### config.mk
export PLATFORM = sky130hd
export DESIGN_NAME = silar_receiver
export DESIGN_NICKNAME = d
export VERILOG_FILES = /design/src/rtl/silar_receiver.sv
export SDC_FILE = /design/constraint.sdc
export NUM_CORES = 1
export LEC_CHECK = 0
export CORE_MARGIN = 8
export CORE_UTILIZATION = 40
export DETAILED_ROUTE_END_ITERATION = 6
export MAX_ROUTING_LAYER = met4
export PLACE_DENSITY = 0.71
export SLEW_MARGIN = 20
export SYNTH_ARGS = -nofsm -noshare
export SYNTH_HDL_FRONTEND = slang
export SYNTH_SLANG_ARGS = --single-unit
### constraint.sdc
create_clock -name clk_i -period 6.13 [get_ports clk_i]
set_input_delay 0.9195 -clock clk_i [delete_from_list [all_inputs] [get_ports clk_i]]
set_output_delay 0.9195 -clock clk_i [all_outputs]
set_load 0.1 [all_outputs]
### src/rtl/silar_receiver.sv
// silar_receiver: recovers 8-bit pixels from the 14-bit SILAR word stream.
// Each pixel arrives as two half-words (low half first). The block pairs the
// halves, checks per-word parity, tracks frame/line structure from the
// embedded Vsync/Hsync bits, and reports framing and parity errors.
//
// Ports:
//   clk_i, rst_i        clock, synchronous active-high reset
//   data_i[13:0]        SILAR word: [11]=Vsync [10]=Hsync [9]=low-half select
//                       [8]=parity [7:0]=payload ([13:12] unused)
//   pix_o, pix_valid_o  reassembled pixel and its one-cycle strobe
//   sof_o, eol_o        first pixel of frame / last active pixel of line
//   line_o, col_o       position of the emitted pixel (saturate at 1023)
//   parity_err_o        pulse on a parity mismatch of an active word
//   sync_err_o          pulse on a half-word pairing violation
//   line_len_err_o      pulse when a line ends with col count != VALID_PIX
//   frame_len_err_o     pulse when a frame ends with line count != VALID_LINES
//   parity_err_cnt_o    saturating parity-error count
//   locked_o            set by the first Vsync fall after reset
module silar_receiver #(
    parameter int VALID_PIX   = 640,
    parameter int VALID_LINES = 480,
    parameter int ERR_CNT_W   = 16
) (
    input  logic                 clk_i,
    input  logic                 rst_i,
    input  logic [13:0]          data_i,
    output logic [7:0]           pix_o,
    output logic                 pix_valid_o,
    output logic                 sof_o,
    output logic                 eol_o,
    output logic [9:0]           line_o,
    output logic [9:0]           col_o,
    output logic                 parity_err_o,
    output logic                 sync_err_o,
    output logic                 line_len_err_o,
    output logic                 frame_len_err_o,
    output logic [ERR_CNT_W-1:0] parity_err_cnt_o,
    output logic                 locked_o
);

    localparam logic [9:0]  PIX_END   = 10'(VALID_PIX);
    localparam logic [9:0]  LAST_COL  = 10'(VALID_PIX - 1);
    localparam logic [10:0] LINES_END = 11'(VALID_LINES);

    typedef enum logic [2:0] {IDLE, VBLANK, HBLANK, ACT_LO, ACT_HI} state_t;

    function automatic logic [9:0] sat_inc10(input logic [9:0] v);
        return (&v) ? v : v + 10'd1;
    endfunction

    function automatic logic [ERR_CNT_W-1:0] sat_inc_err(input logic [ERR_CNT_W-1:0] v);
        return (&v) ? v : v + ERR_CNT_W'(1);
    endfunction

    state_t      state;
    logic [11:0] d_p0;
    logic        vs_p1, hs_p1;
    logic [1:0]  lo_bits;
    logic [9:0]  line_cnt, col_cnt;
    logic        first_pix;

    logic unused_bits;
    assign unused_bits = ^data_i[13:12];

    // Stage 0: input register plus previous sync bits for edge detection
    always_ff @(posedge clk_i) begin
        d_p0  <= data_i[11:0];
        vs_p1 <= d_p0[11];
        hs_p1 <= d_p0[10];
    end

    logic        vs, hs, vs_rise, vs_fall, hs_rise, hs_fall;
    logic        half_lo, par_ok, in_act, enter_act, take_word;
    logic        frame_end, line_end;
    logic [10:0] frame_lines;

    assign vs        = d_p0[11];
    assign hs        = d_p0[10];
    assign half_lo   = d_p0[9];
    assign par_ok    = (d_p0[8] == ^d_p0[7:0]);
    assign vs_rise   = vs & ~vs_p1;
    assign vs_fall   = ~vs & vs_p1;
    assign hs_rise   = hs & ~hs_p1;
    assign hs_fall   = ~hs & hs_p1;
    assign in_act    = (state == ACT_LO) || (state == ACT_HI);
    // The word that drops Hsync is already the first low half of the line.
    assign enter_act = (state == HBLANK) && hs_fall && !vs;
    assign take_word = !vs && !hs && (in_act || enter_act);
    assign frame_end = vs_rise && (state != IDLE);
    assign line_end  = hs_rise && in_act;
    // A line closed by the same word that raises Vsync still counts toward the frame.
    assign frame_lines = {1'b0, line_cnt} + {10'd0, line_end};

    // Stage 1: frame/line FSM and registered outputs
    always_ff @(posedge clk_i) begin
        if (rst_i) begin
            state            <= IDLE;
            locked_o         <= 1'b0;
            line_cnt         <= '0;
            col_cnt          <= '0;
            first_pix        <= 1'b0;
            pix_valid_o      <= 1'b0;
            pix_o            <= '0;
            sof_o            <= 1'b0;
            eol_o            <= 1'b0;
            line_o           <= '0;
            col_o            <= '0;
            parity_err_o     <= 1'b0;
            sync_err_o       <= 1'b0;
            line_len_err_o   <= 1'b0;
            frame_len_err_o  <= 1'b0;
            parity_err_cnt_o <= '0;
        end else begin
            pix_valid_o     <= 1'b0;
            sof_o           <= 1'b0;
            eol_o           <= 1'b0;
            parity_err_o    <= 1'b0;
            sync_err_o      <= 1'b0;
            line_len_err_o  <= 1'b0;
            frame_len_err_o <= 1'b0;

            if (take_word && !par_ok) begin
                parity_err_o     <= 1'b1;
                parity_err_cnt_o <= sat_inc_err(parity_err_cnt_o);
            end

            if (frame_end) begin
                state           <= VBLANK;
                frame_len_err_o <= (frame_lines != LINES_END);
                if (line_end) begin
                    line_len_err_o <= (col_cnt != PIX_END);
                    sync_err_o     <= (state == ACT_HI);
                end
            end else begin
                case (state)
                    IDLE: begin
                        if (vs) state <= VBLANK;
                    end
                    VBLANK: begin
                        if (vs_fall) begin
                            locked_o  <= 1'b1;
                            line_cnt  <= '0;
                            first_pix <= 1'b1;
                            state     <= HBLANK;
                        end
                    end
                    HBLANK: begin
                        if (enter_act) begin
                            col_cnt <= '0;
                            if (half_lo) begin
                                lo_bits <= d_p0[7:6];
                                state   <= ACT_HI;
                            end else begin
                                sync_err_o <= 1'b1;
                                state      <= ACT_LO;
                            end
                        end
                    end
                    ACT_LO, ACT_HI: begin
                        if (line_end) begin
                            line_cnt       <= sat_inc10(line_cnt);
                            line_len_err_o <= (col_cnt != PIX_END);
                            sync_err_o     <= (state == ACT_HI);
                            state          <= HBLANK;
                        end else if (take_word) begin
                            if (state == ACT_LO) begin
                                if (half_lo) begin
                                    lo_bits <= d_p0[7:6];
                                    state   <= ACT_HI;
                                end else begin
                                    sync_err_o <= 1'b1;
                                end
                            end else if (!half_lo) begin
                                pix_valid_o <= 1'b1;
                                pix_o       <= {d_p0[5:0], lo_bits};
                                sof_o       <= first_pix;
                                eol_o       <= (col_cnt == LAST_COL);
                                line_o      <= line_cnt;
                                col_o       <= col_cnt;
                                first_pix   <= 1'b0;
                                col_cnt     <= sat_inc10(col_cnt);
                                state       <= ACT_LO;
                            end else begin
                                // Repeated low half: the newer one wins.
                                sync_err_o <= 1'b1;
                                lo_bits    <= d_p0[7:6];
                            end
                        end
                    end
                    default: state <= IDLE;
                endcase
            end
        end
    end

endmodule

After elaboration in Yosys (flattened, before gate mapping):

Index checks and enable logic that the tools add are counted.

* register bits after elaboration: 92
* input port bits: 16

* $add $sub $neg: 4
* eq/ne operators: 27
* mux-type cells: 46
* bitwise logic cells: 16
* reduce and logical (&&, ||, !) cells: 34

Operator list (number)
* $mux 10: 9
* $pmux 10 s2: 2
* $mux 3: 9
* $reduce_and 6->1: 4
* $add 10x1->10 const B: 2
* $ne 2x2->1 const B: 10
* $reduce_and 10->1: 2
* $mux 1: 18
* $add 16x1->16 const B: 1
* $reduce_and 16->1: 1
* $ne 3x3->1 const B: 4
* $ne 4x4->1 const B: 3
* $not 1->1: 12
* $pmux 3 s4: 1
* $add 10x1->11: 1
* $ne 11x9->1 const B: 1
* $eq 10x10->1 const B: 1
* $ne 10x10->1 const B: 1
* $ne 5x5->1 const B: 2
* $mux 2: 4
* $reduce_and 8->1: 1
* $reduce_xor 8->1: 1
* $logic_and 1x1->1: 7
* $reduce_and 7->1: 1
* other kinds (18): 29

Logic depth before layout (Yosys ltp):

* depth after elaboration: 10
* mapped depth: 11
* mapped depth without buffers: 10

Worst setup path before layout:

OpenSTA, ideal clock, no wires.

* path type: register to register
* start: reg parity_err_cnt_o[1]
* end: reg parity_err_cnt_o[7]
* library setup time: 0.070 ns
* arrival time: 2.620 ns
* path slack: 3.440 ns
* cell stages (with the launch flop): 9
* buffers on the path: 2
* cell sequence: dfxtp_1 -> ha_1 -> nand3_1 -> or2_2 -> o211ai_2 -> buf_2 -> buf_2 -> o31ai_1 -> a21oi_1

* cells in the longest elaborated chain, start to end: 3

RTL lines
* start: declaration: line 37 `output logic [ERR_CNT_W-1:0] parity_err_cnt_o,`
* start signal: assignment: line 124 `parity_err_cnt_o <= sat_inc_err(parity_err_cnt_o);`
* parallel branches: the longest is 3 deep, another holds $add 16x1->16

Several ways; the timed one is not identified.
A chain may end at the register's enable or synchronous reset.

Final worst setup path:

* start: reg parity_err_cnt_o[7]
* end: out parity_err_cnt_o[7]

No word-level cell between the ends.

==> results.toml <==
[routing]
firstDrtPassIters = 4
final_antenna_net_count = 0
remaining_drc_errors = 0
drt_wl_total_um = 10100
drtIter0Drc = 211
vias = 3739
viasPerCell = 5.46
wl_per_cell_um = 14.7

[min_path]
hp-class = "register to register"
holdPathStages = 0

[timing]
fin_tns_setup_ns = 0
layout_setup_ws_ns = 3.18
rsz0062_at_grt = "false"
report.final.slew_viol_count = 0
finalSetupViolCount = 0
hold_violations = 0
tightest_slew_ns = 1.01
fin_crit_sh_pct = 48.1
relSlewSlack_pct = 32.7
clock_skew_ns = 0.00854
fmax_ghz = 0.339
layout_min_cycle_time_ns = 2.95

[placed_design]
globalplace.congestion = 0.871
pre_cts_ws_ns = 3.49
dp_cells = 670
dp_hpwl_um = 7010
io_buffers = 65

[pwr]
power_density_nw_per_um2 = 242
switchingPower_uw = 338
share_seq_of_total_power_pct = 51.7
power_uw = 1230
clkPwrFrac_pct = 35.0
ir_drop_uv = 167
leakage_uw = 0.00165
p_sw_share_pct = 27.4
combPwrFrac_pct = 13.2
intPower_uw = 896

[final_layout]
utilization_pct = 49.8
final_common_cell = "dfxtp_1"
final_cells = 685
area_growth_pct = 21.9
n_antenna_cell = 0
final_cell_mix = "90 x dfxtp_1, 82 x nand2_1, 64 x clkdlybuf4s50_1"
nets = 568
drive_gt1_share_pct = 4.55

[global_routing]
grt_pass1_wl_um = 17100
grt.busiest_layer = "met2"
grt_remaining_overflow = 0
track_usage_pct = 14.8
use_met1_pct = 18.3
antenna_found_initial = 0
grt_util_met3_pct = 5.52
grt_pass1_vias = 3618
gr-usage-met2_pct = 22.6
grt_max_degree = 59

[logic_synthesis]
syn_area_per_cell_um2 = 8.43
synth_top_area_share_pct = 43.1
synth-seq-cells = 92
yosysWarningCount = 0
synth_flop_cell = "dfxtp_1"
netlist_top_cells_area = "dfxtp_1 43%, a21oi_1 7.5%, nand2_1 7.4%"
synth_edf_count = 2
async_flop_share_pct = 0
synth_top_area_cell = "dfxtp_1"
ys_seq_area_share_pct = 44.6
synth_area_um2 = 4180
syn_nets = 519
synthCells = 496
yosysUniqueCellTypes = 60

[cts]
path_clk_slew_ns = 0.09
cts_htree_levels = 3
post_cts_resized = 0
worst_skew_pair.late_latency_ns = 0.35
numCtsBuffers = 9
hold_buffers = 0
clk_path_buf_depth = 2
root_buffer = "clkbuf_8"
post_cts_buffers = 0
cts.sinks = 92
cts_tree = "done"

[floorplan]
io_pins = 68
fp.dieH_um = 118
rows = 37
fp.dieArea_um2 = 14000
die_x_um = 118
core_area_um2 = 10200
initial_core_util_pct = 40.8

[setup_path]
path_cells = "clkdlybuf4s50_1"
required_ns = 5.21
end_kind = "output port"
cp_top_family = "buffers and inverters"
path_max_fanout = 8
cp.arrival_ns = 2.03
slowest_stage = "clkdlybuf4s50_1"
start_kind = "register"
slowest_delay_ns = 1.19
worstSetupPathType = "register to output port"
crit_cells = 1
reg2reg_depth = 8
critPathBufInv = 1

[run]
maxCapViolCount = 0

[status]
status = "finished, final reports clean"
## area by class of cell
cell class                      count  area (um2)
Clock buffer                       11         131
Clock inverter                      4        75.1
Fill cell                        1001        5130
Inverter                           10        37.5
Multi-Input combinational cell    366        2170
Sequential cell                    92        1860
Tap cell                          136         170
Timing Repair Buffer               66         653
## registers in the layout, summed over array words and instances, names as in the netlist, 2 cells and up
register,count
pix_o,8
d_p0,12
line_cnt,10
col_o,10
col_cnt,10
parity_err_cnt_o,16
line_o,10
lo_bits,2
state,3
## per-stage QoR
step                hold slack (ns)  area [um2]
finish                        0.420        5100
global route                  0.418        5100
CTS                           0.409        5080
detailed placement            0.391        4870
global placement              0.388        4870
floorplan                     0.373        4180
## Yosys cell counts (all sizes together), types with 4 or more instances
library cell  number
nand3             18
and3               7
a211oi             6
clkbuf            18
nor2b              5
nor2              30
or3                6
a21oi             63
xnor2              7
inv                9
dfxtp             90
nand4             11
a2111oi            4
a31oi              5
mux2i              4
ha                 7
o21ai             14
or4               21
nor3               9
nand2b             7
nand2             82
buf               10
o31ai             19
## kinds of logic after synthesis
| kind of cell | count (synthesis) | share of synthesized area [%] |
|---|---|---|
| AOI/OAI and AO/OA | 128 | 19.2 |
| xor gates and xnor gates | 10 | 2.63 |
| adders and majority gates | 7 | 2.10 |
| buffers and inverters | 38 | 3.95 |
| DFF | 92 | 44.6 |
| muxes | 4 | 0.958 |
| and+or+nand+nor | 217 | 26.6 |
## power by group through the flow
stage | sequential (uW) | clock [uW] | combinational (uW)
CTS | 638 | 444 | 157
finish | 639 | 433 | 163
floorplan | 654 | 0 | 130
detailed placement | 652 | 0 | 156
global route | 642 | 471 | 177
global placement | 651 | 0 | 153
## metal layers
metal  routed length [um]  vias to the layer above
li1                     -                     1892
met1                 4770                     1754
met2                 4600                       87
met3                  644                        6
met4                   57                        0
met5                    0                        -
## worst paths after layout
check | start | endpoint | slack (ns)
hold reg to reg | d_p0[10]$_DFF_P_ | hs_p1$_DFF_P_ | 0.42
setup reg to reg | state[0]$_SDFFE_PP0P_ | frame_len_err_o$_SDFF_PP0_ | 3.47
setup / recovery | parity_err_cnt_o[7]$_SDFFE_PP0P_ | parity_err_cnt_o[7] | 3.18
hold / removal | d_p0[10]$_DFF_P_ | hs_p1$_DFF_P_ | 0.42
Note: power is estimated with default switching activity, not from simulation.
